## config.mk

```make
export PLATFORM = sky130hd
export DESIGN_NAME = uart_rx_secded
export DESIGN_NICKNAME = d
export VERILOG_FILES = /design/src/rtl/uart_secded_pkg.sv /design/src/rtl/uart_rx_core.sv /design/src/rtl/uart_rx_secded.sv
export SDC_FILE = /design/constraint.sdc
export NUM_CORES = 1
export LEC_CHECK = 0
export BUFFER_PORTS_ARGS = -buffer_cell sky130_fd_sc_hd__buf_2
export CAP_MARGIN = 20
export CORE_ASPECT_RATIO = 1.75
export CORE_MARGIN = 5
export CORE_UTILIZATION = 45
export DETAILED_ROUTE_END_ITERATION = 12
export GPL_ROUTABILITY_DRIVEN = 0
export PLACE_DENSITY_LB_ADDON = 0.15
export RECOVER_POWER = 50
export SETUP_SLACK_MARGIN = 0.3
export SLEW_MARGIN = 20
export SYNTH_ARGS = -nofsm -noshare
export SYNTH_HDL_FRONTEND = slang
export SYNTH_SLANG_ARGS = --single-unit
```

## constraint.sdc

```tcl
create_clock -name clk -period 26.2 [get_ports clk]
set_input_delay 5.24 -clock clk [delete_from_list [all_inputs] [get_ports clk]]
set_output_delay 5.24 -clock clk [all_outputs]
set_load 0.01 [all_outputs]
```

## src/rtl/uart_secded_pkg.sv

```systemverilog
// rtl/uart_secded_pkg.sv - shared types and the Hamming(8,4) SEC-DED decoder for uart_rx_secded
package uart_secded_pkg;

    typedef enum logic [1:0] {
        ST_IDLE  = 2'd0,
        ST_START = 2'd1,
        ST_DATA  = 2'd2,
        ST_STOP  = 2'd3
    } uart_state_t;

    typedef enum logic {
        PAIR_HIGH = 1'b0,
        PAIR_LOW  = 1'b1
    } pair_state_t;

    localparam int CW_P1 = 0;
    localparam int CW_P2 = 1;
    localparam int CW_D0 = 2;
    localparam int CW_P4 = 3;
    localparam int CW_D1 = 4;
    localparam int CW_D2 = 5;
    localparam int CW_D3 = 6;
    localparam int CW_P  = 7;

    typedef struct packed {
        logic [7:0] cw;
        logic [3:0] nibble;
        logic       corrected;
        logic       dbl;
    } dec_t;

    function automatic dec_t hamming84_decode(input logic [7:0] cw);
        dec_t       r;
        logic [2:0] syn;
        logic [7:0] fix;
        syn[0] = cw[CW_P1] ^ cw[CW_D0] ^ cw[CW_D1] ^ cw[CW_D3];
        syn[1] = cw[CW_P2] ^ cw[CW_D0] ^ cw[CW_D2] ^ cw[CW_D3];
        syn[2] = cw[CW_P4] ^ cw[CW_D1] ^ cw[CW_D2] ^ cw[CW_D3];
        r   = '0;
        fix = cw;
        if (^cw) begin
            // Odd overall parity: one flipped bit; syndrome 0 means the parity bit itself.
            fix         = cw ^ ((syn == 3'd0) ? (8'd1 << CW_P) : (8'd1 << (syn - 3'd1)));
            r.corrected = 1'b1;
        end else if (syn != 3'd0) begin
            r.dbl = 1'b1;
        end
        r.cw     = fix;
        r.nibble = {fix[CW_D0], fix[CW_D1], fix[CW_D2], fix[CW_D3]};
        return r;
    endfunction

endpackage

```

## src/rtl/uart_rx_core.sv

```systemverilog
// rtl/uart_rx_core.sv - baud tick generator and oversampling UART receive FSM
module uart_rx_core
    import uart_secded_pkg::*;
#(
    parameter int DATA_SIZE = 8,
    parameter int SAMPLE    = 16,
    parameter int BAUD_DVSR = 27
) (
    input  logic                 i_clk,
    input  logic                 i_rst,
    input  logic                 i_rx,
    output logic                 o_s_tick,
    output logic                 o_done,
    output logic [DATA_SIZE-1:0] o_byte,
    output uart_state_t          o_state
);

    localparam int TW = (BAUD_DVSR > 1) ? $clog2(BAUD_DVSR) : 1;
    localparam int SW = $clog2(SAMPLE);
    localparam int NW = (DATA_SIZE > 1) ? $clog2(DATA_SIZE) : 1;
    localparam logic [TW-1:0] TICK_LAST = TW'(BAUD_DVSR - 1);
    localparam logic [SW-1:0] HALF_LAST = SW'(SAMPLE / 2 - 1);
    localparam logic [SW-1:0] FULL_LAST = SW'(SAMPLE - 1);
    localparam logic [NW-1:0] BIT_LAST  = NW'(DATA_SIZE - 1);

    logic [TW-1:0]        r_tcnt;
    uart_state_t          r_state, w_state_nx;
    logic [SW-1:0]        r_s, w_s_nx;
    logic [NW-1:0]        r_n, w_n_nx;
    logic [DATA_SIZE-1:0] r_b, w_b_nx;
    logic [DATA_SIZE-1:0] r_byte, w_byte_nx;
    logic                 r_done, w_done_nx;
    logic                 w_tick;

    assign w_tick   = (r_tcnt == TICK_LAST);
    assign o_s_tick = w_tick;
    assign o_done   = r_done;
    assign o_byte   = r_byte;
    assign o_state  = r_state;

    always_ff @(posedge i_clk or posedge i_rst) begin
        if (i_rst) begin
            r_tcnt  <= '0;
            r_state <= ST_IDLE;
            r_s     <= '0;
            r_n     <= '0;
            r_b     <= '0;
            r_byte  <= '0;
            r_done  <= 1'b0;
        end else begin
            r_tcnt  <= w_tick ? '0 : r_tcnt + TW'(1);
            r_state <= w_state_nx;
            r_s     <= w_s_nx;
            r_n     <= w_n_nx;
            r_b     <= w_b_nx;
            r_byte  <= w_byte_nx;
            r_done  <= w_done_nx;
        end
    end

    always_comb begin
        w_state_nx = r_state;
        w_s_nx     = r_s;
        w_n_nx     = r_n;
        w_b_nx     = r_b;
        w_byte_nx  = r_byte;
        w_done_nx  = 1'b0;
        case (r_state)
            ST_IDLE: begin
                if (!i_rx) begin
                    w_state_nx = ST_START;
                    w_s_nx     = '0;
                end
            end
            ST_START: begin
                if (w_tick) begin
                    if (r_s == HALF_LAST) begin
                        // Mid-start-bit check rejects glitches shorter than half a bit.
                        if (!i_rx) begin
                            w_state_nx = ST_DATA;
                            w_s_nx     = '0;
                            w_n_nx     = '0;
                        end else begin
                            w_state_nx = ST_IDLE;
                        end
                    end else begin
                        w_s_nx = r_s + SW'(1);
                    end
                end
            end
            ST_DATA: begin
                if (w_tick) begin
                    if (r_s == FULL_LAST) begin
                        w_s_nx = '0;
                        w_b_nx = {i_rx, r_b[DATA_SIZE-1:1]};
                        if (r_n == BIT_LAST) w_state_nx = ST_STOP;
                        else                 w_n_nx     = r_n + NW'(1);
                    end else begin
                        w_s_nx = r_s + SW'(1);
                    end
                end
            end
            ST_STOP: begin
                if (w_tick) begin
                    if (r_s == FULL_LAST) begin
                        w_state_nx = ST_IDLE;
                        if (i_rx) begin
                            w_byte_nx = r_b;
                            w_done_nx = 1'b1;
                        end
                    end else begin
                        w_s_nx = r_s + SW'(1);
                    end
                end
            end
            default: w_state_nx = ST_IDLE;
        endcase
    end

endmodule

```

## src/rtl/uart_rx_secded.sv

```systemverilog
// rtl/uart_rx_secded.sv - UART receiver with SEC-DED nibble decode, byte pairing and receive FIFO
module uart_rx_secded
    import uart_secded_pkg::*;
#(
    parameter int DATA_SIZE = 8,
    parameter int SIZE_FIFO = 16,
    parameter int SYS_FREQ  = 50000000,
    parameter int BAUD_RATE = 115200,
    parameter int SAMPLE    = 16,
    parameter int BAUD_DVSR = (2 * SYS_FREQ + SAMPLE * BAUD_RATE) / (2 * SAMPLE * BAUD_RATE)
) (
    input  logic                 clk,
    input  logic                 reset,
    input  logic                 rx,
    input  logic                 read_en,
    output logic                 s_tick,
    output logic [DATA_SIZE-1:0] out_rx,
    output logic [7:0]           rx_data_out,
    output logic [3:0]           sub_high_de1,
    output logic [3:0]           sub_low_de1,
    output logic                 h_ok,
    output logic                 l_ok,
    output logic                 join_ok,
    output logic [7:0]           real_output,
    output logic                 error_corrected,
    output logic                 double_error,
    output logic [7:0]           mstate,
    output logic [2:0]           RX_status_register,
    output logic [9:0]           dout,
    output logic                 wait_request,
    output logic                 wait_req,
    output logic                 read_latch
);

    localparam int AW = $clog2(SIZE_FIFO);

    uart_state_t w_state;
    logic        w_done;
    dec_t        w_dec;

    pair_state_t r_pair;
    logic [7:0]  r_rx_data_out, r_real_output;
    logic [3:0]  r_sub_high, r_sub_low;
    logic        r_h_ok, r_l_ok, r_join_ok;
    logic        r_hi_ec, r_hi_de, r_lo_ec, r_lo_de, r_ec, r_de;

    logic [9:0]  r_mem [SIZE_FIFO];
    logic [AW:0] r_wptr, r_rptr;
    logic [9:0]  r_dout;
    logic        r_read_latch, r_wait_req, r_overflow;
    logic        w_empty, w_full, w_push, w_pop;
    logic [9:0]  w_push_data;

    uart_rx_core #(
        .DATA_SIZE (DATA_SIZE),
        .SAMPLE    (SAMPLE),
        .BAUD_DVSR (BAUD_DVSR)
    ) u_core (
        .i_clk    (clk),
        .i_rst    (reset),
        .i_rx     (rx),
        .o_s_tick (s_tick),
        .o_done   (w_done),
        .o_byte   (out_rx),
        .o_state  (w_state)
    );

    assign w_dec = hamming84_decode(out_rx[7:0]);

    always_ff @(posedge clk or posedge reset) begin
        if (reset) begin
            r_pair        <= PAIR_HIGH;
            r_rx_data_out <= '0;
            r_real_output <= '0;
            r_sub_high    <= '0;
            r_sub_low     <= '0;
            r_h_ok        <= 1'b0;
            r_l_ok        <= 1'b0;
            r_join_ok     <= 1'b0;
            r_hi_ec       <= 1'b0;
            r_hi_de       <= 1'b0;
            r_lo_ec       <= 1'b0;
            r_lo_de       <= 1'b0;
            r_ec          <= 1'b0;
            r_de          <= 1'b0;
        end else begin
            r_l_ok    <= 1'b0;
            r_join_ok <= 1'b0;
            if (w_done) begin
                r_rx_data_out <= w_dec.cw;
                if (r_pair == PAIR_HIGH) begin
                    r_sub_high <= w_dec.nibble;
                    r_hi_ec    <= w_dec.corrected;
                    r_hi_de    <= w_dec.dbl;
                    r_h_ok     <= 1'b1;
                    r_pair     <= PAIR_LOW;
                end else begin
                    r_sub_low <= w_dec.nibble;
                    r_lo_ec   <= w_dec.corrected;
                    r_lo_de   <= w_dec.dbl;
                    r_l_ok    <= 1'b1;
                end
            end
            // Join one clock after the low nibble lands; the FIFO push happens on this same edge.
            if (r_l_ok) begin
                r_real_output <= {r_sub_high, r_sub_low};
                r_ec          <= r_hi_ec | r_lo_ec;
                r_de          <= r_hi_de | r_lo_de;
                r_join_ok     <= 1'b1;
                r_h_ok        <= 1'b0;
                r_pair        <= PAIR_HIGH;
            end
        end
    end

    assign w_empty     = (r_wptr == r_rptr);
    assign w_full      = (r_wptr[AW] != r_rptr[AW]) && (r_wptr[AW-1:0] == r_rptr[AW-1:0]);
    assign w_push      = r_l_ok;
    assign w_pop       = read_en && !w_empty;
    assign w_push_data = {r_hi_de | r_lo_de, r_hi_ec | r_lo_ec, r_sub_high, r_sub_low};

    always_ff @(posedge clk or posedge reset) begin
        if (reset) begin
            for (int i = 0; i < SIZE_FIFO; i++) r_mem[i] <= '0;
            r_wptr       <= '0;
            r_rptr       <= '0;
            r_dout       <= '0;
            r_read_latch <= 1'b0;
            r_wait_req   <= 1'b0;
            r_overflow   <= 1'b0;
        end else begin
            r_wait_req   <= wait_request;
            r_read_latch <= w_pop;
            if (w_push) begin
                if (w_full) begin
                    r_overflow <= 1'b1;
                end else begin
                    r_mem[r_wptr[AW-1:0]] <= w_push_data;
                    r_wptr                <= r_wptr + 1'b1;
                end
            end
            if (w_pop) begin
                r_dout <= r_mem[r_rptr[AW-1:0]];
                r_rptr <= r_rptr + 1'b1;
            end
        end
    end

    assign rx_data_out        = r_rx_data_out;
    assign sub_high_de1       = r_sub_high;
    assign sub_low_de1        = r_sub_low;
    assign h_ok               = r_h_ok;
    assign l_ok               = r_l_ok;
    assign join_ok            = r_join_ok;
    assign real_output        = r_real_output;
    assign error_corrected    = r_ec;
    assign double_error       = r_de;
    assign mstate             = {5'b0, r_pair, w_state};
    assign RX_status_register = {w_full, r_overflow, !w_empty};
    assign dout               = r_dout;
    assign wait_request       = read_en && w_empty;
    assign wait_req           = r_wait_req;
    assign read_latch         = r_read_latch;

endmodule

```

Word level (Yosys, flattened, before mapping)
Index checks and enable logic that the tools add are counted.

Bits in registers: 248. Latch bits: 0. RAM bits: 0. Bits in read-only memories: 0. Input bits: 4. Output and inout bits: 62. Word-level logic and storage cells: 161. Memories: 0.

Add/sub/neg operators: 6. Multipliers: 0. Div/mod/pow operators: 0. $lt $le $gt $ge: 3. Eq/ne operators: 22. Shift operators: 1. Mux-type cells: 49. Bitwise logic cells: 16. Reduce and logical (&&, ||, !) cells: 21.

Operators by type and width (number): bitwise mux 160 bit (1); binary-select mux 10 bit (select 4 bit) (1); demux 10 bit (select 4 bit) (1); 2-to-1 mux 10 bit (3); 2-to-1 mux 4 bit (7); 2-to-1 mux 2 bit (9); 2-to-1 mux 3 bit (6); 2-to-1 mux 8 bit (2); inequality test 2 x 1 -> 1 bit, second input constant (8); case mux 4 bit (4 select lines) (1); adder 5 x 1 -> 5 bit, second input constant (3); 2-to-1 mux 1 bit (15); >= comparator 5 bit, second input constant (2); inverter 4 -> 5 bit (2); AND reduction 2 bit (5); XOR 1 bit (9); inequality test 2 bit, second input constant (4); case mux 2 bit (4 select lines) (1); AND reduction 4 bit (2); AND reduction 8 bit (1); XOR reduction 8 bit (1); << shifter 1 x 3 -> 8 bit, first input constant (1); XOR 8 bit (1); AND reduction 7 bit (1); 24 further kinds (31).

Logic depth before layout (Yosys ltp)
Gate-level depths: netlist of run 1.

Depth after elaboration: 8. Gate-level depth with buffers: 9. Depth with buffers taken out: 8.

Cells and area by module
Synthesis of run 1 repeated with hierarchy kept, for this count alone.

Cells, all modules: 823. Area, all modules: 11669.9 um^2.

Modules (own cells, without submodules): uart_rx_secded (times used 1, cells an instance 704, area each 10184.8 um^2, sequential area each 5430.2 um^2); uart_rx_core (times used 1, cells an instance 119, area each 1485.2 um^2, sequential area each 775.7 um^2).

Worst setup path after synthesis of run 1
No wires, ideal clock.

Kind: input port to output port. From: input port read_en. To: output port wait_request. Arrival: 5.426 ns. Data required time: 20.960 ns. Slack: 15.534 ns. Stages on the path: 1. Path buffers: 0. Path through: and3_1.

Word-level cells in the longest chain between the ends: 1.

Ends and longest elaborated chain: start, declared (line uart_rx_secded.sv:15) `input logic read_en,`; logical AND 1 bit (line uart_rx_secded.sv:161) `assign wait_request = read_en && w_empty;`; end, declared (line uart_rx_secded.sv:30) `output logic wait_request,`.

Every way passes these cells.

Worst setup path in the final report of run 1
Ends and elaborated chain as after synthesis.

==> results.cfg, run 1 <==
[run_status]
status = finished, violations left
violations = capacitance limit, slew limit

[synth]
async_flop_share_pct = 100
synth_edf_count = 0
synth-seq-cells = 248
yosysUniqueCellTypes = 54
yosysWarningCount = 0
yosysTopAreaCell = dfrtp_1
synth_area_per_cell_um2 = 14.0
netlist_instances = 827
synthTopCellsByArea = dfrtp_1 54%, mux2_2 19%, mux4_2 7.8%, buf_4 1.4%, xnor2_1 1.4%
synthFlopType = dfrtp_1
seq_area_frac_synth_pct = 53.8
synth_top_area_share_pct = 53.8
syn_area_um2 = 11500

[place]
io_buffers = 60
place_ws_ns = 15.33
hpwlAfterDp_mm = 17.4

[drt]
first_pass_iters = 4
detail_route.wl_per_cell_um = 21.6
drc_errors = 0
routed_wl_mm = 25.7
vias = 6729
via_per_inst = 5.64
drt-initial-drc-count = 338
antenna_left = 0

[sta]
worst_slack_ns = 15.33
finalSetupTns_ns = 0
min_period_ns = 10.87
timing.max_slew.rel_slack_pct = -249
clock_skew_ns = 0.0129
rsz0062_at_grt = no
max_freq_ghz = 0.0920
maxSlewViolCount = 256
finalHoldViolCount = 0
fin_crit_sh_pct = 41.5
final-setup-viol-count = 0
tightestPinTransition_ns = 5.20

[clock_tree]
cts_resized = 0
numCtsBuffers = 24
cts.sinks = 248
tritoncts = built
cts.path.max_buffers = 3
cts_max_level = 1
ctsRootBufferMaster = clkbuf_16
clkLatencyLatePin_ns = 0.53
cts_setup_buffers = 0
path_clk_slew_ns = 0.06
cts_hold_buf = 0

[pwr]
ir_drop_mv = 0.0558
p_per_area_nw_per_um2 = 70.8
finalPower_uw = 895
p_leak_nw = 6.09

[finish]
nNetsFinal = 877
seq_area_um2 = 6210
utilization_pct = 49.9
nFillCells = 2190
n_antenna_cell = 0
drive_gt1_share_pct = 39.7
multi_input_area_um2 = 4820
area_growth_pct = 9.57

[worst_setup_path]
cp-start-kind = primary input
reg2regPathDepth = 6
r2r-start = r_rptr[0]$_DFFE_PP0P_
reg2reg_slack_ns = 20.01
cp.arrival_ns = 5.63
crit_type = in -> out
crit_path_max_fanout = 2
timing.rr.end = r_mem[123]$_DFFE_PP0P_
required_ns = 20.96
setup.worst_path.end_class = output port

[min_path]
hp-class = reg -> reg
holdPathEnd = r_overflow$_DFFE_PP0P_
hold_start = r_overflow$_DFFE_PP0P_
worst_hold_path.num_cells = 1

[floorplan]
ios = 66
core_area_um2 = 25300
die_width_um = 131
start_util_pct = 45.6
die_height_um = 222
dieArea_um2 = 29100
fp-row-count = 77

[global_routing]
grt_max_degree = 122
overflow = 0
grt_pass1_vias = 7342
grtUsageTotal_pct = 18.2
grt_pass1_wl_mm = 41.2
antenna_found_initial = 1

[run]
maxCapViolCount = 11
==> cells by family after synthesis <==
logic type	synth area share, %
DFF	53.8
AOI/OAI and AO/OA	4.18
other	0.0325
muxes	28.1
and+or+nand+nor	6.64
xor gates and xnor gates	2.35
buffers and inverters	3.66
adders and majority gates	1.30
==> through the flow <==
step	instances	hold WS, ns	instance area [um2]
after CTS	1193	0.462	12800
after global placement	1150	0.444	12000
after floorplan	831	0.429	11600
after detailed placement	1151	0.448	12000
after global routing	1193	0.483	12600
final	1193	0.457	12600
==> cells in the final DEF (no fill, tap or decap), types with 6 or more instances in the layout <==
| cell type | count |
|---|---|
| a211oi_1 | 11 |
| a21oi_1 | 12 |
| a31oi_1 | 15 |
| buf_2 | 59 |
| buf_4 | 6 |
| clkbuf_1 | 13 |
| clkbuf_16 | 25 |
| dfrtp_1 | 246 |
| ha_1 | 12 |
| inv_1 | 12 |
| mux2_2 | 195 |
| mux2i_1 | 11 |
| mux4_2 | 40 |
| nand2_1 | 26 |
| nand3_1 | 9 |
| nor2_1 | 26 |
| nor2b_1 | 12 |
| nor3_1 | 18 |
| o21ai_0 | 19 |
| xnor2_1 | 18 |
| xor2_1 | 13 |
==> sequential cells by signal (all words and copies together) (netlist names), 3 cells and up, named ones only <==
name / cells
u_core.o_byte: 8
rx_data_out: 8
real_output: 8
r_wptr: 5
u_core.r_tcnt: 5
u_core.r_b: 8
dout: 10
r_rptr: 5
u_core.r_s: 4
u_core.r_n: 3
r_mem: 160
sub_high_de1: 4
sub_low_de1: 4
==> cell usage after synthesis (12+ instances only) <==
library cell,instances
a31oi_1,15
xor2_1,13
clkbuf_1,28
dfrtp_1,248
mux4_2,40
buf_2,13
o21ai_0,19
buf_4,22
inv_1,13
mux2_2,198
nand2_1,26
xnor2_1,18
ha_1,12
nor2_1,26
nor2b_1,12
a21oi_1,12
==> layer usage <==
| metal | GRT usage (%) | vias up | part of all wire [%] |
|---|---|---|---|
| met5 | 0 | - | 0 |
| met1 | 21.6 | 3541 | 38 |
| li1 | - | 3037 | - |
| met3 | 2.15 | 36 | 3.0 |
| met2 | 33.3 | 115 | 56 |
| met4 | 6.21 | 0 | 2.9 |
==> critical path, cell delays in order <==
cell and delay [ns]:
buf_2 0.10, and3_1 0.15, buf_2 0.14
==> how the worst max path moves through the flow <==
stage / start / end / slack [ns]
2_1_floorplan: reset / async pin / 14.15
3_3_place_gp: read_en / wait_request / 15.33
3_5_place_dp: read_en / wait_request / 15.33
4_1_cts: read_en / wait_request / 15.33
5_1_grt: r_rptr[0]$_DFFE_PP0P_ / RX_status_register[2] / 15.30
6_report: read_en / wait_request / 15.33
==> layout make-up <==
type	count	area share [%]
sequential	248	49.1
multi-input combinational	498	38.1
clock buffer	33	5.50
tap	316	3.13
timing repair buffer	74	2.96
clock inverter	9	0.801
inverter	15	0.455
==> report_power, final <==
| group | total, mW | internal [mW] | leakage [nW] | switching [mW] |
|---|---|---|---|---|
| clock network | 0.349 | 0.205 | 0.394 | 0.144 |
| registers | 0.408 | 0.395 | 3.41 | 0.0137 |
| logic | 0.137 | 0.0554 | 2.29 | 0.0819 |
Note: power is estimated with default switching activity, not from simulation.
==> run 2, diff against run 1 <==
- ABC_AREA: default -> 1
- clock period: 26.2 -> 10.2 ns (I/O delays scaled with it)
==> results.cfg, run 2 <==
[pwr]
p_clk_share_pct = 33.5
p_sw_share_pct = 35.0
power_frac_seq_pct = 40.4
p_comb_share_pct = 26.1
power_switching_uw = 937
p_int_mw = 1.74
p_per_area_nw_per_um2 = 215
ir_drop_mv = 0.157
p_leak_nw = 5.75

[sta]
fin_crit_sh_pct = 43.9
finalHoldViolCount = 0
tightestPinTransition_ns = 1.39
rsz0062_at_grt = no
worst_slack_ns = 5.72
timing.max_slew.rel_slack_pct = 6.69
min_period_ns = 4.48
maxSlewViolCount = 0
finalSetupTns_ns = 0
clock_skew_ns = 0.0143
max_freq_ghz = 0.223
final-setup-viol-count = 0

[drt]
antenna_left = 0
detail_route.wl_per_cell_um = 18.6
via_per_inst = 5.38
first_pass_iters = 5
routed_wl_mm = 30.9
drc_errors = 0
vias = 8945
drt-initial-drc-count = 625

[place]
io_buffers = 60
hpwlAfterDp_mm = 20.2
place_ws_ns = 5.60

[synth]
yosysUniqueCellTypes = 43
netlist_instances = 1330
synthTopCellsByArea = dfrtp_1 52%, nand2_1 9.5%, o21ai_0 7.4%, o21ai_2 4.8%, nor2_1 4.2%
yosysMostFrequentCell = nand2_1
synth_area_per_cell_um2 = 8.93
seq_area_frac_synth_pct = 52.3
synth_commonest_cells = 300 x nand2_1, 248 x dfrtp_1, 175 x o21ai_0, 133 x nor2_1, 65 x o21ai_2
async_flop_share_pct = 100
synth_edf_count = 0
synthFlopType = dfrtp_1
synth-seq-cells = 248
yosysWarningCount = 0
synth_top_area_share_pct = 52.3
yosysTopAreaCell = dfrtp_1
syn_area_um2 = 11900

[global_routing]
overflow = 0
antenna_found_initial = 0
grt_max_degree = 125
grt_pass1_vias = 9007
grt_pass1_wl_mm = 49.9
grtUsageTotal_pct = 20.9

[worst_setup_path]
cp-start-kind = primary input
crit_type = in -> out
required_ns = 8.16
reg2reg_slack_ns = 6.74
crit_chain = clkbuf_1 -> inv_1 -> nor2_1 -> buf_2
setup.worst_path.end_class = output port
critPathSlowestCell = buf_2
slowest_delay_ns = 0.15
timing.rr.end = r_mem[144]$_DFFE_PP0P_
reg2regPathDepth = 7
cp.arrival_ns = 2.44
crit_path_max_fanout = 2
r2r-start = r_rptr[2]$_DFFE_PP0P_

[floorplan]
dieArea_um2 = 29900
fp-row-count = 78
ios = 66
die_height_um = 225
core_area_um2 = 26000
start_util_pct = 45.7
die_width_um = 133

[clock_tree]
cts_resized = 0
tritoncts = built
cts_max_level = 1
cts_setup_buffers = 0
ctsRootBufferMaster = clkbuf_16
clkLatencyLatePin_ns = 0.53
cts.sinks = 248
cts_hold_buf = 0
numCtsBuffers = 25
path_clk_slew_ns = 0.07
cts.path.max_buffers = 3

[finish]
layout_common_cells = 301 x nand2_1, 254 x o21ai_0, 247 x dfrtp_1
final_common_cell = nand2_1
largest-register = r_mem
nNetsFinal = 1344
largest_reg_flops = 160
nFillCells = 2620
seq_area_um2 = 6210
drive_gt1_share_pct = 11.0
multi_input_area_um2 = 4470
area_growth_pct = 4.81
n_antenna_cell = 0

[min_path]
hp-class = reg -> reg
holdPathEnd = u_core.o_byte[5]$_DFFE_PP0P_
worst_hold_path.num_cells = 2
hold_start = u_core.r_b[5]$_DFFE_PP0P_

[run]
maxCapViolCount = 0

[run_status]
status = completed
-- run 2: layout make-up --
type,instances,area share [%]
tap,320,3.22
sequential,248,49.9
multi-input combinational,923,35.9
inverter,62,1.94
clock inverter,5,0.453
clock buffer,36,5.76
timing repair buffer,68,2.84
-- run 2: kinds of logic after synthesis --
group           share of synthesized area (%)
buf+inv                                  7.29
compound gates                           17.9
mux                                    0.0948
flops                                    52.3
xor+xnor                                 1.76
simple gates                             19.4
other cells                            0.0316
fa+ha+maj                                1.26
-- run 2: how the worst max path moves through the flow --
stage               startpoint                    end  slack (ns)  cells after the start
finish                 read_en           wait_request        5.72                      4
global route           read_en           wait_request        5.62                      4
CTS                    read_en           wait_request        5.73                      4
detailed placement       reset  r_mem[76]$_DFFE_PP0P_        5.60                      4
global placement         reset     wait_req$_DFF_PP0_        5.63                      4
floorplan                reset              async pin        1.35                      1
-- run 2: critical path, delay by kind of cell --
family | cells | cell delay (ns)
and+or+nand+nor | 1 | 0.12
buffers and inverters | 3 | 0.28
-- run 2: layer usage --
metal	global-route usage, %	routed length [um]	part of all wire (%)	vias to the layer above
met5	0	0	0	-
met4	7.79	1060	3.4	0
met3	2.10	1030	3.3	57
met2	39.0	16300	53	177
met1	24.8	12500	40	4347
li1	-	-	-	4364
-- run 2: through the flow --
| stage | power [mW] | hold WS (ns) | area, um2 | utilization (%) | cells |
|---|---|---|---|---|---|
| finish | 2.68 | 0.470 | 12400 | 47.9 | 1662 |
| global route | 2.81 | 0.499 | 12400 | 47.9 | 1662 |
| CTS | 2.71 | 0.476 | 12800 | 49.3 | 1662 |
| detailed placement | 1.81 | 0.460 | 12000 | 46.4 | 1621 |
| floorplan | 1.56 | 0.444 | 11900 | - | 1334 |
| global placement | 1.81 | 0.459 | 12000 | 46.3 | 1621 |
-- run 2: power by group through the flow --
| stage | combinational, mW | sequential (mW) | clock (mW) |
|---|---|---|---|
| 2_1_floorplan | 0.489 | 1.08 | 0 |
| 3_3_place_gp | 0.707 | 1.10 | 0 |
| 3_5_place_dp | 0.710 | 1.10 | 0 |
| 4_1_cts | 0.712 | 1.08 | 0.918 |
| 5_1_grt | 0.767 | 1.09 | 0.960 |
| 6_report | 0.697 | 1.08 | 0.897 |
==> run 3, diff against run 2 <==
- clock period: 10.2 -> 3.6 ns (I/O delays scaled with it)
==> results.cfg, run 3 (synthesis gave the netlist of run 2 again) <==
[run_status]
status = finished, violations left
violations = capacitance limit, slew limit

[clock_tree]
cts.path.max_buffers = 3
clkLatencyLatePin_ns = 0.54
numCtsBuffers = 25
cts.sinks = 248
cts_max_level = 1
cts_setup_buffers = 0
tritoncts = built
cts_hold_buf = 0
cts_resized = 0
path_clk_slew_ns = 0.07
ctsRootBufferMaster = clkbuf_16

[floorplan]
core_area_um2 = 26000
die_width_um = 133
fp-row-count = 78
die_height_um = 225
dieArea_um2 = 29900
start_util_pct = 45.7
ios = 66

[drt]
drt-initial-drc-count = 540
via_per_inst = 5.43
drc_errors = 0
vias = 9094
detail_route.wl_per_cell_um = 19.1
antenna_left = 0
first_pass_iters = 5
routed_wl_mm = 32.0

[sta]
min_period_ns = 2.88
worst_slack_ns = 0.725
clock_skew_ns = 0.0127
final-setup-viol-count = 0
fin_crit_sh_pct = 79.9
rsz0062_at_grt = no
max_freq_ghz = 0.348
finalSetupTns_ns = 0
maxSlewViolCount = 95
finalHoldViolCount = 0
tightestPinTransition_ns = 2.38
timing.max_slew.rel_slack_pct = -58.4

[worst_setup_path]
cp.arrival_ns = 2.16
crit_chain = xor2_1 -> nor2_1 -> nand3b_1 -> nor2_1 -> buf_2
setup.worst_path.end_class = output port
slowest_delay_ns = 0.72
crit_type = reg -> out
crit_top_cell = nor2_1
cp-start-kind = register
reg2reg_slack_ns = 0.78
required_ns = 2.88
cp_num_buf_inv = 1
crit_path_max_fanout = 12
critPathTopFamily = flip-flops
critPathSlowestCell = dfrtp_1

[finish]
area_growth_pct = 9.17
nNetsFinal = 1352
final_common_cell = nand2_1
n_antenna_cell = 0
multi_input_area_um2 = 4810
drive_gt1_share_pct = 17.3
nFillCells = 2530
seq_area_um2 = 6210
largest_reg_flops = 160
final_area_um2 = 13000
largest-register = r_mem
layout_common_cells = 301 x nand2_1, 247 x dfrtp_1, 175 x o21ai_0
stdcell_count = 1675

[pwr]
p_per_area_nw_per_um2 = 611
ir_drop_mv = 0.395
finalPower_mw = 7.92
p_leak_nw = 5.99

[place]
hpwlAfterDp_mm = 20.9
dp_cells = 1629
place_ws_ns = 1.00
place_area_um2 = 12100
io_buffers = 60

[global_routing]
grtUsageTotal_pct = 21.8
grt_max_degree = 101
overflow = 0
grt_pass1_wl_mm = 51.7
grt_pass1_vias = 9358
antenna_found_initial = 0

[min_path]
hp-class = in -> async

[run]
maxCapViolCount = 1
run 3: final timing paths:
kind                                        startpoint                         to  cells after the start
worst min register to register  r_mem[132]$_DFFE_PP0P_     r_mem[132]$_DFFE_PP0P_                      2
min in group clk                               read_en         wait_req$_DFF_PP0_                      3
worst min-delay path                             reset  u_core.r_s[3]$_DFFE_PP0P_                      3
worst max-delay path             r_wptr[2]$_DFFE_PP0P_               wait_request                      5
worst max register to register   r_wptr[2]$_DFFE_PP0P_     r_mem[125]$_DFFE_PP0P_                      8
max in group asynchronous                        reset      r_mem[31]$_DFFE_PP0P_                      3
run 3: layout make-up:
cell class | instances | share of cell area (%)
Sequential cell | 248 | 47.9
Multi-Input combinational cell | 923 | 37.1
Inverter | 62 | 1.82
Tap cell | 320 | 3.09
Clock inverter | 15 | 1.33
Clock buffer | 31 | 5.39
Timing Repair Buffer | 76 | 3.38
run 3: where the power goes:
group,switching (mW),internal (mW)
Combinational,1.51,0.626
Sequential,0.105,2.90
Clock,1.17,1.60
Total,2.79,5.13
run 3: worst register-to-register path, delay by kind of cell, from the launching register on:
kind	cells	cell delay, ns
AND/OR/NAND/NOR	6	1.66
flip-flops	1	0.72
XOR/XNOR	1	0.20
AO/OA/AOI/OAI	1	0.10
run 3: stage by stage:
step	hold slack, ns	util (%)
after global placement	0.459	46.7
after CTS	0.388	50.1
after global routing	0.444	49.9
after detailed placement	0.461	46.7
final	0.383	49.9
after floorplan	0.444	-
run 3: routing by layer:
| layer | wire length [um] | global-route usage (%) | vias to the layer above |
|---|---|---|---|
| li1 | - | - | 4398 |
| met1 | 12500 | 25.4 | 4442 |
| met2 | 16800 | 39.5 | 174 |
| met3 | 1010 | 2.46 | 80 |
| met4 | 1710 | 11.0 | 0 |
| met5 | 0 | 0 | - |
